===== src/rtl/clock_time_counters.sv =====
// ---------------------------------------------------------------------------
// clock_time_counters
//
// Timekeeping datapath for the clock. It holds seconds, minutes and hours as
// packed BCD digit pairs and responds to the counter-control commands issued
// by the control unit:
//   - run mode : seconds advance on the 1 Hz tick and carry ripples through
//                minutes and hours within the same edge;
//   - set mode : each enabled field advances on the setting tick on its own,
//                with no carry between fields.
//
// Parameters
//   HOUR_MODE_24  1 = hours 00..23 (reset 00), 0 = hours 01..12 (reset 12)
//
// Ports
//   i_Clock                      system clock, rising edge
//   i_Reset_n                    synchronous active-low reset
//   i_Tick_1Hz                   one-cycle pulse per second
//   i_Tick_Set                   one-cycle pulse at the setting rate
//   i_Counters_Reset             clear the seconds field (highest command)
//   i_Counters_Enable_Increment  0 = run mode, 1 = set mode
//   i_Counters_Enable_Count      field enables [0] sec, [1] min, [2] hours
//   o_Sec_Ones/o_Sec_Tens        seconds BCD digits
//   o_Min_Ones/o_Min_Tens        minutes BCD digits
//   o_Hour_Ones/o_Hour_Tens      hours BCD digits
//   o_Rollover                   one-cycle pulse on a full-day wrap
//   o_Second_Blink               toggles on every accepted seconds increment
//
// All outputs come straight from registers.
// ---------------------------------------------------------------------------
module clock_time_counters #(
  parameter int unsigned HOUR_MODE_24 = 1
) (
  input  logic       i_Clock,
  input  logic       i_Reset_n,
  input  logic       i_Tick_1Hz,
  input  logic       i_Tick_Set,
  input  logic       i_Counters_Reset,
  input  logic       i_Counters_Enable_Increment,
  input  logic [2:0] i_Counters_Enable_Count,
  output logic [3:0] o_Sec_Ones,
  output logic [3:0] o_Sec_Tens,
  output logic [3:0] o_Min_Ones,
  output logic [3:0] o_Min_Tens,
  output logic [3:0] o_Hour_Ones,
  output logic [3:0] o_Hour_Tens,
  output logic       o_Rollover,
  output logic       o_Second_Blink
);

  localparam bit MODE24 = (HOUR_MODE_24 != 0);

  // Hours value after reset, and the last hour of the day: the hour whose
  // carry-in marks the start of a new day (23 -> 00, or 11 -> 12 in 12h mode).
  localparam logic [7:0] HOUR_RESET = MODE24 ? 8'h00 : 8'h12;
  localparam logic [7:0] HOUR_LAST  = MODE24 ? 8'h23 : 8'h12;
  localparam logic [7:0] HOUR_FIRST = MODE24 ? 8'h00 : 8'h01;
  localparam logic [7:0] DAY_END    = MODE24 ? 8'h23 : 8'h11;

  // Field enables, named for readability.
  logic en_sec, en_min, en_hour;
  assign en_sec  = i_Counters_Enable_Count[0];
  assign en_min  = i_Counters_Enable_Count[1];
  assign en_hour = i_Counters_Enable_Count[2];

  // Packed BCD pairs: [7:4] tens digit, [3:0] ones digit.
  logic [7:0] sec_q,   sec_d;
  logic [7:0] min_q,   min_d;
  logic [7:0] hour_q,  hour_d;
  logic       roll_q,  roll_d;
  logic       blink_q, blink_d;

  // Increment of a 00..59 field. The wrap is decided on the full two-digit
  // value; otherwise ones 9 -> 0 bumps the tens digit.
  function automatic logic [7:0] inc_sixty(input logic [7:0] v);
    logic [3:0] tens;
    logic [3:0] ones;
    tens = v[7:4];
    ones = v[3:0];
    if (v == 8'h59) begin
      tens = 4'd0;
      ones = 4'd0;
    end else if (ones >= 4'd9) begin
      tens = tens + 4'd1;
      ones = 4'd0;
    end else begin
      ones = ones + 4'd1;
    end
    return {tens, ones};
  endfunction

  // Increment of the hours field. 24h: 23 -> 00. 12h: 12 -> 01, and
  // 11 -> 12 is an ordinary BCD step.
  function automatic logic [7:0] inc_hour(input logic [7:0] v);
    logic [3:0] tens;
    logic [3:0] ones;
    tens = v[7:4];
    ones = v[3:0];
    if (v == HOUR_LAST) begin
      tens = HOUR_FIRST[7:4];
      ones = HOUR_FIRST[3:0];
    end else if (ones >= 4'd9) begin
      tens = tens + 4'd1;
      ones = 4'd0;
    end else begin
      ones = ones + 4'd1;
    end
    return {tens, ones};
  endfunction

  // Run-mode carry chain terms. A carry only exists when the lower field
  // actually wrapped on this edge; a disabled field drops it.
  logic run_sec_step;
  logic run_min_step;
  logic run_hour_step;

  assign run_sec_step  = i_Tick_1Hz && en_sec;
  assign run_min_step  = run_sec_step && (sec_q == 8'h59) && en_min;
  assign run_hour_step = run_min_step && (min_q == 8'h59) && en_hour;

  // Next-state selection. Priority: seconds clear > set mode > run mode.
  always_comb begin
    sec_d   = sec_q;
    min_d   = min_q;
    hour_d  = hour_q;
    roll_d  = 1'b0;
    blink_d = blink_q;

    if (i_Counters_Reset) begin
      // Clear seconds only; a coinciding tick produces no carry or rollover.
      sec_d = 8'h00;
    end else if (i_Counters_Enable_Increment) begin
      // Set mode: independent per-field steps, 1 Hz tick and blink frozen.
      if (i_Tick_Set) begin
        if (en_sec) begin
          sec_d = inc_sixty(sec_q);
        end
        if (en_min) begin
          min_d = inc_sixty(min_q);
        end
        if (en_hour) begin
          hour_d = inc_hour(hour_q);
        end
      end
    end else begin
      // Run mode: the setting tick is ignored.
      if (run_sec_step) begin
        sec_d   = inc_sixty(sec_q);
        blink_d = ~blink_q;
      end
      if (run_min_step) begin
        min_d = inc_sixty(min_q);
      end
      if (run_hour_step) begin
        hour_d = inc_hour(hour_q);
        // Leaving the last hour of the day through the full chain is the
        // start of a new day (run_hour_step already implies all enables).
        roll_d = (hour_q == DAY_END);
      end
    end
  end

  always_ff @(posedge i_Clock) begin
    if (!i_Reset_n) begin
      sec_q   <= 8'h00;
      min_q   <= 8'h00;
      hour_q  <= HOUR_RESET;
      roll_q  <= 1'b0;
      blink_q <= 1'b0;
    end else begin
      sec_q   <= sec_d;
      min_q   <= min_d;
      hour_q  <= hour_d;
      roll_q  <= roll_d;
      blink_q <= blink_d;
    end
  end

  assign o_Sec_Ones     = sec_q[3:0];
  assign o_Sec_Tens     = sec_q[7:4];
  assign o_Min_Ones     = min_q[3:0];
  assign o_Min_Tens     = min_q[7:4];
  assign o_Hour_Ones    = hour_q[3:0];
  assign o_Hour_Tens    = hour_q[7:4];
  assign o_Rollover     = roll_q;
  assign o_Second_Blink = blink_q;

endmodule


===== config.mk =====
export PLATFORM = sky130hd
export DESIGN_NAME = clock_time_counters
export DESIGN_NICKNAME = d
export VERILOG_FILES = /design/src/rtl/clock_time_counters.sv
export SDC_FILE = /design/constraint.sdc
export NUM_CORES = 1
export LEC_CHECK = 0
export CAP_MARGIN = 10
export CELL_PAD_IN_SITES_DETAIL_PLACEMENT = 0
export CELL_PAD_IN_SITES_GLOBAL_PLACEMENT = 1
export CORE_UTILIZATION = 39
export CTS_CLUSTER_DIAMETER = 60
export CTS_CLUSTER_SIZE = 28
export DETAILED_ROUTE_END_ITERATION = 12
export PLACE_DENSITY_LB_ADDON = 0.1
export SLEW_MARGIN = 20
export SYNTH_ARGS = -nofsm -noshare
export SYNTH_HDL_FRONTEND = slang
export SYNTH_SLANG_ARGS = --single-unit

===== constraint.sdc =====
create_clock -name i_Clock -period 3.09 [get_ports i_Clock]
set_input_delay 0.7725 -clock i_Clock [delete_from_list [all_inputs] [get_ports i_Clock]]
set_output_delay 0.7725 -clock i_Clock [all_outputs]
set_load 0.01 [all_outputs]

==> summary.txt <==
Via density: 5.217
worst r2r src: min_q[0]
H-tree depth: 1
power per cell area: 301.7 nW/um^2
largest net degree at the start of global routing: 16
gr busiest metal: met2
clk sinks: 26
worst skew pair latency: 0.27 ns
Worst VDD drop: 163.6 uV
Total Wirelength: 3.188 mm
worst setup path endpoint: min_q[7]
commonest non-fill, non-tap cell in the layout: clkdlybuf4s50_1
antenna cells: 0
met1 Use GR: 0.2212
WP data required: 3.26 ns
vias in the first global route: 1241
Final Wtd Congestion: 0.7423
RSZ-0062 raised after global routing: false
Ys Warns: 0
Sequential cell area: 520.5 sq um
Initial Utilization: 0.4070
core footprint: 3661 sq um
ys async rst share: 0
filler cell count: 346
hold buffer count at CTS: 0
post-CTS setup buffer count: 0
CTS clk-pin slew, worst paths: 0.09 ns
max-cap violations: 0
Rows: 22
initial antenna violation count: 0
Area Overhead vs Synth: 29.05%
die height: 63.82 um
Worst Hold Class: reg2reg
CP max FO: 11
CTS tree: done
Startpoint Class: input port
Crit Path Class: in2reg
final setup fails: 0
CP arrival: 2.72 ns
routing usage on met3: 0.02679
flops & latches, synth: 26
syn nets: 195
Routed WL per cell: 12.60 um
Yosys top cell area share: 0.3493
Final Hold Fails: 0
synthesized instance count: 171
share of cells above drive strength 1: 0.06341
CP Capture Type: flip-flop
ranking of synthesized cells by area: dfxtp_1 35%, ha_1 13%, nor2_1 4.8%
detailed-route DRC error count: 0
Worst setup startpoint: i_Counters_Enable_Count[0]
port buffer count: 34
Synth area leader: dfxtp_1
via count: 1320
Tmin final: 2.552 ns
die width: 63.82 um
cells on worst reg2reg path: 6
Iter 0 DRT Violations: 76
antenna viol nets, final: 0
Max Clk Rate: 0.3918 GHz
met2 usage: 0.2952
status: complete, no violations
post-layout util: 0.5253
Avg Cell Area, Syn: 8.714 sq um
Unique masters post-synth: 43
nets: 231
sequential area share after synthesis: 0.3493
CTS resizes: 0
DR pass1 iterations: 4
clock skew: 0.001673 ns
commonest non-fill, non-tap cells in the layout: 34 x clkdlybuf4s50_1, 26 x dfxtp_1, 19 x nor2_1
r2r setup slk: 0.79 ns
fin crit share: 0.8260
Multi-input gate area: 908.4 sq um
final setup margin: 0.5377 ns
num ports: 35
GRT Total Usage: 0.1746
Max clock buf depth: 2
mapped cell area: 1490 sq um
die area: 4072 sq um
worst slew pin tran: 0.8519 ns
Placement Setup Slack: 0.2672 ns
DP HPWL: 2.375 mm
setup TNS: 0 ns
reg2reg end: hour_q[1]
max_slew headroom: 0.4272
main flop type after synthesis: dfxtp_1
Lkg Pwr: 0.6997 nW
Post-synth EDFFs: 0
clock buffer count from CTS: 3
first-pass GRT wire length: 5.623 mm
Max Transition Viols Final: 0
CTS root buf: clkbuf_8
gr ovfl total: 0
## how the worst min path moves through the flow
stage | startpoint | end | slack, ns | cells past startpoint
finish | hour_q[7] | hour_q[7] | 0.50 | 2
global route | hour_q[7] | hour_q[7] | 0.52 | 2
CTS | hour_q[7] | hour_q[7] | 0.51 | 2
detailed placement | hour_q[7] | hour_q[7] | 0.49 | 2
global placement | hour_q[7] | hour_q[7] | 0.48 | 2
floorplan | hour_q[7] | hour_q[7] | 0.50 | 2
## cell type report
cell class,instances,area share
multi-input cells,129,0.4723
flip-flops and latches,26,0.2707
repair buffers,35,0.1809
well taps,48,0.03123
inverters,12,0.02342
clock buffers,3,0.02147
## flip-flops by register name, summed over array words and instances (netlist names)
signal	count
o_Second_Blink	1
o_Rollover	1
hour_q	8
sec_q	8
min_q	8
## synthesized netlist by cell type, types with 3 or more instances
master / n
dfxtp_1: 26
nor2_1: 19
ha_1: 15
a21oi_1: 12
inv_1: 12
nand2_1: 11
nand3_1: 8
o21ai_0: 7
nor2b_1: 6
or3_1: 5
nand3b_1: 4
clkbuf_1: 3
nand2b_1: 3
nor3_1: 3
## logic make-up (layout without fill, tap and decap cells)
logic type               count (synthesis)  in the layout  synth area share
AND/OR/NAND/NOR                         74             74            0.2930
AO/OA/AOI/OAI                           35             35            0.1579
flip-flops                              26             26            0.3493
buffers and inverters                   16             50           0.04114
adder cells (fa/ha/maj)                 15             15            0.1259
multiplexers                             3              3           0.02099
XOR/XNOR                                 2              2           0.01176
## where the power goes
group / total [mW] / internal [mW] / switching, mW
combinational: 0.0447 / 0.0225 / 0.0223
sequential: 0.340 / 0.337 / 0.00283
clock: 0.196 / 0.0875 / 0.108
total: 0.580 / 0.447 / 0.133
## routing by layer
layer / routed length [um] / vias to the layer above
met3: 122 / 5
met2: 1489 / 27
met5: 0 / -
met4: 46 / 0
met1: 1530 / 615
li1: - / 673
## critical path: stages
cell	delay, ns
clkdlybuf4s50_1	0.50
and3b_1	0.18
and4_4	0.24
o21ai_1	0.21
or3_1	0.48
o41ai_1	0.33
## through the flow
stage          total power [mW]  area [sq um]  std cells  hold slack (ns)
5_1_grt                  0.6101          1923        253           0.5185
4_1_cts                  0.5880          1923        253           0.5057
6_report                 0.5803          1923        253           0.4977
3_5_place_dp             0.3925          1882        250           0.4944
3_3_place_gp             0.3917          1882        250           0.4789
2_1_floorplan            0.3701          1490        171           0.4983
(Power assumes the default switching activity.)
